--- src/rtl/fb_writer.sv ---
// Frame buffer writer: turns pixel, rectangle-fill and clear-screen commands
// into a stream of single-pixel writes on a dual-port RAM write port.
// Addresses are formed as row_base + column; row_base steps by H_RES per row.
module fb_writer #(
    parameter int H_RES = 320,
    parameter int V_RES = 240
) (
    input  logic        clk,
    input  logic        rst,
    input  logic        cmd_valid,
    output logic        cmd_ready,
    input  logic [1:0]  cmd_op,
    input  logic [8:0]  cmd_x0,
    input  logic [8:0]  cmd_x1,
    input  logic [7:0]  cmd_y0,
    input  logic [7:0]  cmd_y1,
    input  logic [11:0] cmd_color,
    output logic        wea,
    output logic [16:0] addra,
    output logic [11:0] dina,
    output logic        busy,
    output logic        done
);

    localparam logic [8:0]  X_MAX  = 9'(H_RES - 1);
    localparam logic [7:0]  Y_MAX  = 8'(V_RES - 1);
    localparam logic [16:0] H_STEP = 17'(H_RES);

    typedef enum logic [1:0] {
        IDLE = 2'd0,
        PIX  = 2'd1,
        FILL = 2'd2,
        FIN  = 2'd3
    } state_t;

    state_t      state_r;
    logic [8:0]  col_r;
    logic [7:0]  row_r;
    logic [8:0]  x0_r;
    logic [8:0]  x1_r;
    logic [7:0]  y1_r;
    logic [16:0] base_r;

    logic [8:0]  sx0_s;
    logic [8:0]  sx1_s;
    logic [7:0]  sy0_s;
    logic [7:0]  sy1_s;
    logic        is_write_s;
    logic        is_fill_s;
    logic [16:0] start_base_s;
    logic [16:0] start_addr_s;
    logic        last_s;
    logic [16:0] next_base_s;

    // Constant-coefficient shift-add: y * H_RES built from the set bits of y.
    function automatic logic [16:0] row_base(input logic [7:0] y);
        logic [16:0] acc;
        acc = 17'd0;
        for (int i = 0; i < 8; i++) begin
            if (y[i]) begin
                acc = acc + (H_STEP << i);
            end else begin
                acc = acc;
            end
        end
        return acc;
    endfunction

    // Decode the incoming command into a clamped rectangle and a write/no-write verdict.
    always_comb begin
        sx0_s      = cmd_x0;
        sy0_s      = cmd_y0;
        sx1_s      = (cmd_x1 > X_MAX) ? X_MAX : cmd_x1;
        sy1_s      = (cmd_y1 > Y_MAX) ? Y_MAX : cmd_y1;
        is_write_s = 1'b0;
        is_fill_s  = 1'b0;
        case (cmd_op)
            2'b00: begin
                is_write_s = (cmd_x0 <= X_MAX) && (cmd_y0 <= Y_MAX);
            end
            2'b01: begin
                is_fill_s  = 1'b1;
                is_write_s = (cmd_x0 <= X_MAX) && (cmd_y0 <= Y_MAX) &&
                             (cmd_x0 <= sx1_s) && (cmd_y0 <= sy1_s);
            end
            2'b10: begin
                is_fill_s  = 1'b1;
                is_write_s = 1'b1;
                sx0_s      = 9'd0;
                sx1_s      = X_MAX;
                sy0_s      = 8'd0;
                sy1_s      = Y_MAX;
            end
            default: begin
                is_write_s = 1'b0;
            end
        endcase
    end

    assign start_base_s = row_base(sy0_s);
    assign start_addr_s = start_base_s + {8'd0, sx0_s};
    assign last_s       = (col_r == x1_r) && (row_r == y1_r);
    assign next_base_s  = base_r + H_STEP;

    // Command sequencer: accepts commands, walks the rectangle, drives registered RAM port.
    always_ff @(posedge clk or posedge rst) begin
        if (rst) begin
            state_r   <= IDLE;
            cmd_ready <= 1'b1;
            busy      <= 1'b0;
            done      <= 1'b0;
            wea       <= 1'b0;
            addra     <= 17'd0;
            dina      <= 12'd0;
            col_r     <= 9'd0;
            row_r     <= 8'd0;
            x0_r      <= 9'd0;
            x1_r      <= 9'd0;
            y1_r      <= 8'd0;
            base_r    <= 17'd0;
        end else begin
            case (state_r)
                IDLE: begin
                    done <= 1'b0;
                    wea  <= 1'b0;
                    if (cmd_valid && cmd_ready) begin
                        cmd_ready <= 1'b0;
                        busy      <= 1'b1;
                        if (is_write_s) begin
                            wea     <= 1'b1;
                            addra   <= start_addr_s;
                            dina    <= cmd_color;
                            col_r   <= sx0_s;
                            row_r   <= sy0_s;
                            x0_r    <= sx0_s;
                            x1_r    <= sx1_s;
                            y1_r    <= sy1_s;
                            base_r  <= start_base_s;
                            state_r <= is_fill_s ? FILL : PIX;
                        end else begin
                            done    <= 1'b1;
                            state_r <= FIN;
                        end
                    end
                end
                PIX: begin
                    wea     <= 1'b0;
                    done    <= 1'b1;
                    state_r <= FIN;
                end
                FILL: begin
                    if (last_s) begin
                        wea     <= 1'b0;
                        done    <= 1'b1;
                        state_r <= FIN;
                    end else if (col_r == x1_r) begin
                        // Row wrap: next write is the first column of the next row.
                        wea    <= 1'b1;
                        col_r  <= x0_r;
                        row_r  <= row_r + 8'd1;
                        base_r <= next_base_s;
                        addra  <= next_base_s + {8'd0, x0_r};
                    end else begin
                        wea   <= 1'b1;
                        col_r <= col_r + 9'd1;
                        addra <= base_r + {8'd0, col_r} + 17'd1;
                    end
                end
                FIN: begin
                    wea       <= 1'b0;
                    done      <= 1'b0;
                    busy      <= 1'b0;
                    cmd_ready <= 1'b1;
                    state_r   <= IDLE;
                end
                default: begin
                    wea       <= 1'b0;
                    done      <= 1'b0;
                    busy      <= 1'b0;
                    cmd_ready <= 1'b1;
                    state_r   <= IDLE;
                end
            endcase
        end
    end

endmodule

--- config.mk ---
export PLATFORM = sky130hd
export DESIGN_NAME = fb_writer
export DESIGN_NICKNAME = d
export VERILOG_FILES = /design/src/rtl/fb_writer.sv
export SDC_FILE = /design/constraint.sdc
export NUM_CORES = 1
export LEC_CHECK = 0
export BUFFER_PORTS_ARGS = -buffer_cell sky130_fd_sc_hd__buf_2
export CAP_MARGIN = 20
export CORE_UTILIZATION = 51
export DETAILED_ROUTE_END_ITERATION = 7
export MAX_ROUTING_LAYER = met4
export PLACE_DENSITY = 0.72
export SLEW_MARGIN = 20
export SYNTH_ARGS = -nofsm -noshare
export SYNTH_HDL_FRONTEND = slang
export SYNTH_SLANG_ARGS = --single-unit
--- constraint.sdc ---
create_clock -name clk -period 5.2 [get_ports clk]
set_input_delay 0 -clock clk [delete_from_list [all_inputs] [get_ports clk]]
set_output_delay 0 -clock clk [all_outputs]
set_load 0.02 [all_outputs]
==> results of run 1 <==
[cell type report]
type	instances	area [µm²]
fill	1077	4870
multi-input combinational	596	4080
sequential	88	2200
timing repair buffer	125	811
clock buffer	10	239
tap	172	215
inverter	42	159
clock inverter	6	45.0
[worst paths after layout]
check,cells past startpoint,end,startpoint
worst max-delay path,29,addra[16]$_DFFE_PP0P_,cmd_op[0]
worst min-delay path,4,y1_r[0]$_DFFE_PP0P_,cmd_y1[0]
worst max register to register,10,addra[16]$_DFFE_PP0P_,base_r[6]$_DFFE_PP0P_
worst min register to register,2,busy$_DFFE_PP0P_,busy$_DFFE_PP0P_
max in group asynchronous,4,dina[2]$_DFFE_PP0P_,rst
min in group asynchronous,3,addra[3]$_DFFE_PP0P_,rst
[cell usage after synthesis, drive strengths merged, types with 5 or more instances]
master,n
mux2i,12
a21o,5
ha,45
nor2,96
and2,7
o211ai,11
nand4,11
clkbuf,33
nand2b,9
mux2,26
o21a,7
nor2b,11
and3,5
inv,42
xnor2,30
o21ai,27
nor3,23
nand2,49
buf,12
dfrtp,87
a211oi,6
a21oi,61
a31oi,23
nand3,27
xor2,27
o22ai,9
[metrics by stage]
stage	total power, mW	worst slack (ns)	util, %	cell area (µm²)
final	4.38	0.613	61.4	7750
after global routing	4.72	0.250	61.4	7750
after CTS	4.38	0.644	61.4	7750
after detailed placement	3.72	0.287	56.6	7140
after global placement	3.64	0.602	56.6	7140
after floorplan	3.16	0.133	-	6620
[cell families (layout without fill, tap and decap cells)]
family,count (synthesis),in the layout
mux,38,38
fa+ha+maj,46,46
flops,88,88
xor+xnor,58,58
buf+inv,87,183
compound gates,189,189
simple gates,265,265
[cell usage in the layout (no fill, tap or decap), types with 4 or more instances in the layout]
master         synthesis  final
o21a_1                 7      7
or3_1                  4      4
xnor2_1               30     30
a211oi_1               5      5
o22ai_1                9      9
nand4_1               11     11
buf_2                  6     83
inv_1                 41     40
or2_2                  4      4
o211ai_1              11     11
xor2_1                27     27
nand2_1               49     49
a31oi_1               22     22
nor2b_1               11     11
nor2_1                96     95
dfrtp_1               87     87
and3_1                 5      5
nor4b_1                4      4
nand3_1               26     26
mux2i_1               12     12
nand2b_1               9      9
clkbuf_16              0      9
nor3_1                22     21
a21oi_1               61     61
dlygate4sd3_1          0     32
buf_4                  2     10
ha_1                  45     44
a21o_1                 5      5
and2_1                 7      7
mux2_2                25     25
o21ai_0               27     27
[power groups by stage]
stage | clock network, mW | logic, mW | registers [mW]
floorplan | 0 | 1.76 | 1.41
global placement | 0 | 2.27 | 1.36
detailed placement | 0 | 2.33 | 1.38
CTS | 0.634 | 2.37 | 1.38
global route | 0.665 | 2.63 | 1.43
finish | 0.625 | 2.38 | 1.38
[per-layer routing]
layer | GRT usage, % | part of all wire (%) | up-vias | routed length (µm)
met3 | 3.66 | 4.5 | 47 | 777
met5 | - | 0 | - | 0
met1 | 36.1 | 45 | 2905 | 7830
met4 | 14.3 | 3.4 | 0 | 578
li1 | - | - | 2923 | -
met2 | 44.5 | 47 | 198 | 8030
[sequential cells by signal (all words and copies together) (netlist names)]
| register | cells |
|---|---|
| addra | 17 |
| wea | 1 |
| state_r | 2 |
| row_r | 8 |
| col_r | 8 |
| y1_r | 8 |
| busy | 1 |
| dina | 12 |
| x1_r | 9 |
| base_r | 11 |
| cmd_ready | 1 |
| done | 1 |
| x0_r | 9 |
[tightest hold or removal path, stage by stage]
cell and delay [ns]:
buf_2 0.08, or2_2 0.11, nor2_1 0.04, a21oi_1 0.12
==> results.sh, run 1 <==
export IMPL_rows=41
export IMPL_intPower_mw=2.36
export IMPL_fin_nets=959
export IMPL_fin_cells=1039
export IMPL_cts_hold_buf=32
export IMPL_worst_path_max_delay_cell="nor3b_1"
export IMPL_cp_common_cell="ha_1"
export IMPL_p_clk_share_pct=14.3
export IMPL_gr_total_overflow=0
export IMPL_p_seq_share_pct=31.5
export IMPL_coreArea_mm2=0.0126
export IMPL_synth_ff_type="dfrtp_1"
export IMPL_critPathBufInv=6
export IMPL_synthAdderAreaFrac_pct=8.81
export IMPL_place_gp_congestion=0.909
export IMPL_synthCells=771
export IMPL_avgSynthCellArea_um2=8.58
export IMPL_fin_hold_ws_ns=0.0321
export IMPL_worst_pin_slew_ns=1.00
export IMPL_cap_violations=0
export IMPL_io_pin_count=84
export IMPL_yosys_cell_types_count=73
export IMPL_numClockSinks=88
export IMPL_post_route_min_period_ns=4.59
export IMPL_area_growth_pct=17.1
export IMPL_die_y_um=116
export IMPL_cp_top_family="simple AND/OR/NAND/NOR gates"
export IMPL_antenna_cells=0
export IMPL_track_usage_pct=28.4
export IMPL_finalCritPeriodShare_pct=88.2
export IMPL_yosys_area_share_simple_pct=19.6
export IMPL_powerDensity_mw_per_mm2=565
export IMPL_cts_made_buffers=9
export IMPL_async_flop_share_pct=100
export IMPL_clockBufferDepth=2
export IMPL_synth_compound_area_share_pct=18.7
export IMPL_p_leak_nw=3.47
export IMPL_combPwrFrac_pct=54.2
export IMPL_yosysWarnings=0
export IMPL_synth_edf_count=0
export IMPL_synth_xor_area_share_pct=7.89
export IMPL_synth_top_family_by_area="simple AND/OR/NAND/NOR gates"
export IMPL_vias=6073
export IMPL_fin_setup_tns_ns=0
export IMPL_wl_per_cell_um=16.6
export IMPL_yosysSeqAreaShare_pct=33.3
export IMPL_required_ns=5.49
export IMPL_clk_pin_slew_ns=0.07
export IMPL_end_kind="flop"
export IMPL_reg2reg_slack_ns=1.75
export IMPL_dp_cells=991
export IMPL_slowest_delay_ns=0.32
export IMPL_grt_pass1_vias=5845
export IMPL_die_w_um=116
export IMPL_ant_nets=0
export IMPL_drive_gt1_share_pct=17.9
export IMPL_worstPathArrival_ns=4.88
export IMPL_cts_htree_levels=3
export IMPL_totalWireLength_um=17200
export IMPL_cts_root_buf="clkbuf_16"
export IMPL_slew_violations=0
export IMPL_cts_resized=0
export IMPL_ir_worst_vdd_mv=0.274
export IMPL_cp_max_fo=16
export IMPL_synth_area_leader_cell="dfrtp_1"
export IMPL_tritoncts="yes"
export IMPL_ys_top_cells_by_area="dfrtp_1, ha_1, nor2_1"
export IMPL_run_status="completed"
export IMPL_syn_cell_area_mm2=0.00662
export IMPL_post_cts_setup_buffers=0
export IMPL_drt_pass1_iter_count=5
export IMPL_switching_share_pct=46.1
export IMPL_critPathLaunchType="input pin"
export IMPL_grt_antenna_before_repair=0
export IMPL_drt_first_iter_violations=442
export IMPL_grt_pass1_wl_um=28500
export IMPL_slew_headroom_pct=33.1
export IMPL_port_buffers=83
export IMPL_worstSkewPairLatency_ns=0.35
export IMPL_synth_nets=868
export IMPL_p_switching_mw=2.02
export IMPL_drc_errors=0
export IMPL_synth_mux_area_share_pct=6.24
export IMPL_ys_ff_latch=88
export IMPL_synth_top_area_share_pct=32.9
export IMPL_dieArea_mm2=0.0134
export IMPL_grt_max_degree=73
export IMPL_max_freq_mhz=218
export IMPL_initial_core_util_pct=52.4
export IMPL_clock_skew_ns=0.00826
export IMPL_path_class="input pin to flop"
export IMPL_avgViaCountPerCell=5.85
export IMPL_setup_viol=0
export IMPL_rsz0062_at_grt="no"
export IMPL_dp_hpwl_um=12300
export IMPL_hold_viol=0
export IMPL_worstHoldPathType="input pin to flop"
Note: power is estimated with default switching activity, not from simulation.
==> run 2: changes to the inputs <==
--- a/config.mk
+++ b/config.mk
@@ -7,6 +7,7 @@
 export LEC_CHECK = 0
 export BUFFER_PORTS_ARGS = -buffer_cell sky130_fd_sc_hd__buf_2
 export CAP_MARGIN = 20
+export CORE_ASPECT_RATIO = 2
 export CORE_UTILIZATION = 51
 export DETAILED_ROUTE_END_ITERATION = 7
 export MAX_ROUTING_LAYER = met4
==> run 2 against run 1 <==
  * First-iteration DRC count grew 37%
  * Combinational power grew 3%
  * Setup slack lost 0.0039 ns
  * Critical path type unchanged
  * Critical endpoint unchanged
  * Largest cell class unchanged
==> results.sh, run 2 (synthesis results as in run 1) <==
export IMPL_run_status="completed"
export IMPL_ir_worst_vdd_mv=0.321
export IMPL_tritoncts="yes"
export IMPL_regMostFlops="addra"
export IMPL_io_pin_count=84
export IMPL_dp_cells=971
export IMPL_cap_violations=0
export IMPL_ant_nets=0
export IMPL_setup_viol=0
export IMPL_grtUsageMet3_pct=3.85
export IMPL_grtUsageMet2_pct=52.6
export IMPL_end_kind="flop"
export IMPL_drt_pass1_iter_count=5
export IMPL_dp_hpwl_um=13200
export IMPL_required_ns=5.49
export IMPL_rsz0062_at_grt="no"
export IMPL_top_usage_layer="met2"
export IMPL_reg_largest_list="addra (17), dina (12), base_r (11)"
export IMPL_powerDensity_mw_per_mm2=579
export IMPL_initial_core_util_pct=52.4
export IMPL_wl_per_cell_um=18.0
export IMPL_cp_top_family="simple AND/OR/NAND/NOR gates"
export IMPL_p_leak_nw=3.49
export IMPL_numClockSinks=88
export IMPL_gr_total_overflow=0
export IMPL_slew_headroom_pct=36.9
export IMPL_r2r_start="base_r[6]$_DFFE_PP0P_"
export IMPL_cp_max_fo=11
export IMPL_dieArea_mm2=0.0135
export IMPL_worstHoldPathType="input pin to flop"
export IMPL_vias=6204
export IMPL_die_w_um=82.5
export IMPL_track_usage_pct=30.4
export IMPL_clockBufferDepth=2
export IMPL_timing_rr_end="addra[16]$_DFFE_PP0P_"
export IMPL_avgViaCountPerCell=6.09
export IMPL_cts_htree_levels=3
export IMPL_worstSetupPathDepth=29
export IMPL_use_met1_pct=33.0
export IMPL_grt_antenna_before_repair=0
export IMPL_drive_gt1_share_pct=18.1
export IMPL_clk_pin_slew_ns=0.07
export IMPL_worst_path_max_delay_cell="ha_1"
export IMPL_worst_pin_slew_ns=0.922
export IMPL_largest_reg_flops=17
export IMPL_n_fill_cell=1126
export IMPL_port_buffers=83
export IMPL_coreArea_mm2=0.0126
export IMPL_cp_common_cell="ha_1"
export IMPL_fin_nets=960
export IMPL_final_area_mm2=0.00775
export IMPL_totalWireLength_um=18400
export IMPL_critPathLaunchType="input pin"
export IMPL_cts_root_buf="clkbuf_16"
export IMPL_final_cell_mix="nor2_1, dfrtp_1, buf_2"
export IMPL_post_route_min_period_ns=4.59
export IMPL_cts_made_buffers=9
export IMPL_reg2regPathDepth=10
export IMPL_grt_pass1_wl_um=30300
export IMPL_placed_area_mm2=0.00714
export IMPL_worstSkewPairLatency_ns=0.35
export IMPL_drc_errors=0
export IMPL_place_gp_congestion=0.926
export IMPL_antenna_cells=0
export IMPL_path_class="input pin to flop"
export IMPL_slowest_delay_ns=0.37
export IMPL_die_y_um=163
export IMPL_rows=58
export IMPL_worstPathArrival_ns=4.88
export IMPL_area_growth_pct=17.2
export IMPL_endpoint="addra[16]$_DFFE_PP0P_"
export IMPL_fin_setup_tns_ns=0
export IMPL_critPathBufInv=6
export IMPL_slew_violations=0
export IMPL_fin_cells=1018
export IMPL_layout_commonest_cell="nor2_1"
export IMPL_critPathLaunch="cmd_op[0]"
export IMPL_clock_skew_ns=0.00818
export IMPL_finalCritPeriodShare_pct=88.3
export IMPL_grt_pass1_vias=6391
export IMPL_grt_max_degree=55
export IMPL_drt_first_iter_violations=606
export IMPL_max_freq_mhz=218
export IMPL_reg2reg_slack_ns=1.68
export IMPL_hold_viol=0
==> run 2: worst register-to-register path, delay by kind of cell (launching register included) <==
family          cells  cell delay (ns)
simple gates        2             0.54
compound gates      5             1.56
xor+xnor            1             0.12
flops               1             0.47
fa+ha+maj           2             0.72
==> run 2: what timing repair did <==
item                      4_1_cts  5_1_grt
hold buffers                   31        0
buffers inserted                0        0
hold endpoints to repair       62        0
gates resized for setup         0        0
==> run 2: worst min path at each step <==
stage	from	end	slack, ns	depth (start not counted)
detailed placement	rst	dina[3]$_DFFE_PP0P_	0.09	2
finish	cmd_y1[2]	y1_r[2]$_DFFE_PP0P_	0.008	3
global route	cmd_y1[2]	y1_r[2]$_DFFE_PP0P_	0.01	3
floorplan	cmd_valid	cmd_ready$_DFFE_PP1P_	0.07	1
global placement	rst	dina[3]$_DFFE_PP0P_	0.09	2
CTS	cmd_y1[2]	y1_r[2]$_DFFE_PP0P_	0.006	3
==> run 2: layer usage <==
metal	wire [µm]	share of wire, %
met1	7010	38
met2	9810	53
met3	748	4.1
met4	803	4.4
met5	0	0
==> run 2: power breakdown <==
part           internal [mW]  switching, mW
sequential              1.03          0.349
combinational           1.01           1.44
clock                  0.350          0.310
total                   2.39           2.10
==> run 2: area by class of cell <==
| class | instances | area (µm²) | area share (%) |
|---|---|---|---|
| clock buffers | 10 | 239 | 3.08 |
| clock inverters | 6 | 57.6 | 0.743 |
| inverters | 42 | 159 | 2.05 |
| multi-input cells | 596 | 4080 | 52.6 |
| flip-flops and latches | 88 | 2200 | 28.4 |
| well taps | 150 | 188 | 2.42 |
| repair buffers | 126 | 828 | 10.7 |
==> run 2: through the flow <==
step | power [mW] | worst slack, ns | hold slack (ns) | util (%)
3_3_place_gp | 3.69 | 0.537 | 0.0866 | 56.6
5_1_grt | 4.83 | 0.243 | 0.0141 | 61.4
2_1_floorplan | 3.16 | 0.133 | 0.0730 | -
3_5_place_dp | 3.79 | 0.332 | 0.0895 | 56.6
6_report | 4.49 | 0.609 | 0.00778 | 61.4
4_1_cts | 4.48 | 0.691 | 0.00623 | 61.4
